File: src/rtl/adpcm_rom_fetch.sv
// Two-line read cache between the ADPCM engine's byte-wide sample ROM port
// and a 64-bit external memory; misses fetch one aligned 8-byte line at a time.
module adpcm_rom_fetch #(
    parameter logic [31:0] BASE_ADDR      = 32'h0000_0000,
    parameter int          MEM_ADDR_WIDTH = 32
) (
    input  logic                      clock,
    input  logic                      reset_n,
    input  logic [17:0]               io_rom_addr,
    output logic [7:0]                io_rom_dout,
    output logic                      io_rom_valid,
    output logic                      io_mem_rd,
    output logic [MEM_ADDR_WIDTH-1:0] io_mem_addr,
    input  logic                      io_mem_waitReq,
    input  logic                      io_mem_valid,
    input  logic [63:0]               io_mem_dout
);

    localparam logic [MEM_ADDR_WIDTH-1:0] BASE_ADDR_W = MEM_ADDR_WIDTH'(BASE_ADDR);

    typedef enum logic [1:0] {
        IDLE,
        REQ,
        WAIT
    } state_t;

    state_t                    state;
    state_t                    state_next;
    logic [1:0]                line_valid;
    logic [14:0]               line_tag  [2];
    logic [63:0]               line_data [2];
    logic                      lru;
    logic [14:0]               fetch_tag;
    logic [MEM_ADDR_WIDTH-1:0] mem_addr_q;

    logic [14:0] req_tag;
    logic [1:0]  hit_way;
    logic [1:0]  fill_match;
    logic        hit;
    logic        hit_idx;
    logic        fill_idx;
    logic        fill_en;
    logic        start_fetch;
    logic [63:0] hit_line;

    assign req_tag = io_rom_addr[17:3];

    always_comb begin
        for (int i = 0; i < 2; i++) begin
            hit_way[i]    = line_valid[i] && (line_tag[i] == req_tag);
            fill_match[i] = line_valid[i] && (line_tag[i] == fetch_tag);
        end
    end

    assign hit      = |hit_way;
    assign hit_idx  = hit_way[1];
    assign hit_line = line_data[hit_idx];
    // A fill whose tag is already resident overwrites that entry, never a duplicate.
    assign fill_idx = (|fill_match) ? fill_match[1] : lru;

    assign io_rom_valid = hit;
    assign io_rom_dout  = hit ? hit_line[{io_rom_addr[2:0], 3'b000} +: 8] : 8'h00;
    assign io_mem_addr  = mem_addr_q;

    always_ff @(posedge clock or negedge reset_n) begin
        if (!reset_n) begin
            state <= IDLE;
        end else begin
            state <= state_next;
        end
    end

    always_comb begin
        state_next  = state;
        io_mem_rd   = 1'b0;
        fill_en     = 1'b0;
        start_fetch = 1'b0;
        case (state)
            IDLE: begin
                if (!hit) begin
                    start_fetch = 1'b1;
                    state_next  = REQ;
                end
            end
            REQ: begin
                io_mem_rd = 1'b1;
                if (!io_mem_waitReq) begin
                    state_next = WAIT;
                end
            end
            WAIT: begin
                if (io_mem_valid) begin
                    fill_en    = 1'b1;
                    state_next = IDLE;
                end
            end
            default: state_next = IDLE;
        endcase
    end

    // A fill takes precedence over a same-cycle hit when steering the LRU bit.
    always_ff @(posedge clock or negedge reset_n) begin
        if (!reset_n) begin
            line_valid <= 2'b00;
            lru        <= 1'b0;
            fetch_tag  <= '0;
            mem_addr_q <= BASE_ADDR_W;
        end else begin
            if (start_fetch) begin
                fetch_tag  <= req_tag;
                mem_addr_q <= BASE_ADDR_W + MEM_ADDR_WIDTH'({req_tag, 3'b000});
            end
            if (fill_en) begin
                line_valid[fill_idx] <= 1'b1;
                lru                  <= ~fill_idx;
            end else if (hit) begin
                lru <= ~hit_idx;
            end
        end
    end

    always_ff @(posedge clock) begin
        if (fill_en) begin
            line_tag[fill_idx]  <= fetch_tag;
            line_data[fill_idx] <= io_mem_dout;
        end
    end

endmodule

File: config.mk
export PLATFORM = sky130hd
export DESIGN_NAME = adpcm_rom_fetch
export DESIGN_NICKNAME = d
export VERILOG_FILES = /design/src/rtl/adpcm_rom_fetch.sv
export SDC_FILE = /design/constraint.sdc
export NUM_CORES = 1
export LEC_CHECK = 0
export CAP_MARGIN = 20
export CORE_MARGIN = 1
export CORE_UTILIZATION = 50
export CTS_BUF_LIST = sky130_fd_sc_hd__clkbuf_2
export DETAILED_ROUTE_END_ITERATION = 8
export DONT_BUFFER_PORTS = 1
export GPL_TIMING_DRIVEN = 0
export PLACE_DENSITY_LB_ADDON = 0.12
export SLEW_MARGIN = 20
export SYNTH_ARGS = -nofsm -noshare
export SYNTH_HDL_FRONTEND = slang
export SYNTH_SLANG_ARGS = --single-unit
File: constraint.sdc
create_clock -name clock -period 14.78 [get_ports clock]
set_clock_uncertainty 0.1 [all_clocks]
set_input_delay 1.478 -clock clock [delete_from_list [all_inputs] [get_ports clock]]
set_output_delay 1.478 -clock clock [all_outputs]
set_load 0.005 [all_outputs]
==> reports/metrics.cfg <==
[run_status]
outcome=completed

[job]
cap_violations=0

[grt]
grt_overflow_total=0
grt_pass1_wl_um=22200
grt_pass1_vias=3886
grtUsageTotal_pct=19.6
grt_max_degree=46
antenna_found_initial=0

[clock_network]
clk_path_buf_depth=2
cts_tree=done
cts_setup_buffers=0
clock-root-buffer=clkbuf_2
postCtsHoldBufs=0
cts_buffers=17
clk_latency_ns=0.77
ctsResizeCount=0
path_clk_slew_ns=0.23
htreeDepth=4
cts_sinks=178

[placement]
routabilityCongestion=0.829
dp.final_hpwl_um=10100
io_buffers=0
dp.cells=621

[critical_path]
r2r_slack_ns=11.53
crit_fanout=10
worstSetupPathType=in -> out
cp-start-kind=input pin
arrival_ns=3.91
r2r-end=line_data[0][33]
cp-end-kind=output pin
reg2regPathDepth=6
cp.required_ns=13.20
critical_path.startpoint=io_rom_addr[10]
timing.rr.start=fetch_tag[1]

[sta]
relSlewSlack_pct=26.1
fin_crit_sh_pct=37.1
grt_setup_unrepaired=no
setup_viol_count_final=0
hold_viol=0
fmaxAchievable_mhz=182
worstMarginPinSlew_ns=1.10
fin_crit_ns=5.49
setup-tns-final_ns=0
drv_slew=0

[synth]
postSynthAreaPerCell_sq_um=18.0
synth-seq-area-share_pct=70.1
netlist_area_sq_um=7480
synth_seq_cells=178
syn_inst=416
synthArstFlopShare_pct=11.2
yosysWarnings=0
synth_edf_count=158
synth_ff_type=edfxtp_1
yosysUniqueCellTypes=37

[cells_and_area]
areaGrowthSynthToFinish_pct=8.66
drive_gt1_share_pct=18.1
n_antenna_cell=0
fin_nets=542
layout.cells.non_filler=653

[pwr]
power.density_nw_per_um2=136
p_leak_uw=0.00258
ir_drop_mv=0.101

[detailed_routing]
num_vias=3661
drc_errors=0
wirelength_um=14400
wl_per_cell_um=22.1
via_per_inst=5.61
drtPass1Iterations=4
ant_nets=0
drt-initial-drc-count=287

[die]
die_x_um=124
dieArea_sq_um=15500
start_util_pct=51.3
die_y_um=124
rows=44
coreArea_sq_um=14600
io_pins=128

[min_path]
hp-class=in -> async

[layout by cell type, fill, tap and decap left out, types with 13 or more instances in the layout]
master      n
edfxtp_1  158
conb_1     17
nand4_1    16
mux2_2     15
dfrtp_1    20
clkbuf_2   20
xnor2_1    60
buf_4      17
mux4_1     13
mux2i_1    32
[report_power, final]
group          internal [uW]  switching (uW)  total, uW
sequential               628            63.0        691
combinational           94.4            83.7        178
clock                   76.7             161        238
total                    799             308       1110
[through the flow]
step                      setup slack, ns  utilization (%)  cell area, sq um  total power [uW]  hold slack [ns]
after floorplan                      9.28                -              7540               823            0.362
after global placement               7.19             53.3              7770               873            0.384
after detailed placement             9.22             54.3              7920               883            0.386
after CTS                            9.23             55.7              8130              1120            0.190
after global routing                 9.16             55.7              8130              1160            0.157
final                                9.29             55.7              8130              1110            0.252
[worst max-delay path, cell delays in order]
cell and delay, ns:
xnor2_1 0.17, nand4_1 0.19, nor4_4 0.67, buf_6 0.28, buf_12 0.17, mux4_1 0.56, nor2_1 0.20, o22ai_1 0.18
[logic make-up (layout without fill, tap and decap cells)]
kind of cell	after synthesis	in the layout	synth area share [%]
and+or+nand+nor	55	55	4.46
AOI/OAI and AO/OA	30	30	3.31
buffers and inverters	29	66	3.06
other	1	17	0.0501
DFF	178	178	70.1
muxes	63	63	12.0
xor gates and xnor gates	60	60	7.02
[registers in the layout (all words and copies together), names as in the netlist]
register,flops
fetch_tag,15
line_tag,30
state,2
line_data,128
lru,1
line_valid,2
[how the worst max path moves through the flow]
stage | depth (start not counted) | endpoint | slack (ns)
floorplan | 2 | line_data[1][0] | 9.28
global placement | 3 | line_valid[1] | 7.19
detailed placement | 8 | io_rom_dout[5] | 9.22
CTS | 8 | io_rom_dout[5] | 9.23
global route | 8 | io_rom_dout[5] | 9.16
finish | 8 | io_rom_dout[5] | 9.29
[cell type report]
type	instances	area, sq um
repair buffers	5	130
multi-input cells	225	2080
clock inverters	12	116
clock buffers	20	100
plain buffers	29	229
well taps	184	230
flip-flops and latches	178	5250
fillers	1188	6460
[synthesized netlist by cell type (all sizes together), types with 3 or more instances]
cell type    n  share of area, %
or2          5              0.42
nor2        12              0.60
mux4        16               5.5
nand4       16               1.3
o21ai        3              0.25
o22ai        5              0.42
dfrtp       20               6.7
mux2i       32               4.3
buf         24               2.8
xnor2       60               7.0
nand2b       5              0.42
edfxtp     158                63
a21oi        3              0.20
mux2        15               2.3
a221o       11               1.5
nor4         3              0.45
clkbuf       5              0.25
nor2b        6              0.50
[metal layers]
layer	wire (um)	global-route usage (%)	vias to the layer above	part of all wire, %
met5	0	0	-	0
met4	235	6.95	0	1.6
met3	951	6.79	18	6.6
met2	7330	32.6	119	51
met1	5910	23.8	1835	41
li1	-	-	1689	-
Power figures use the tool's default switching activity.
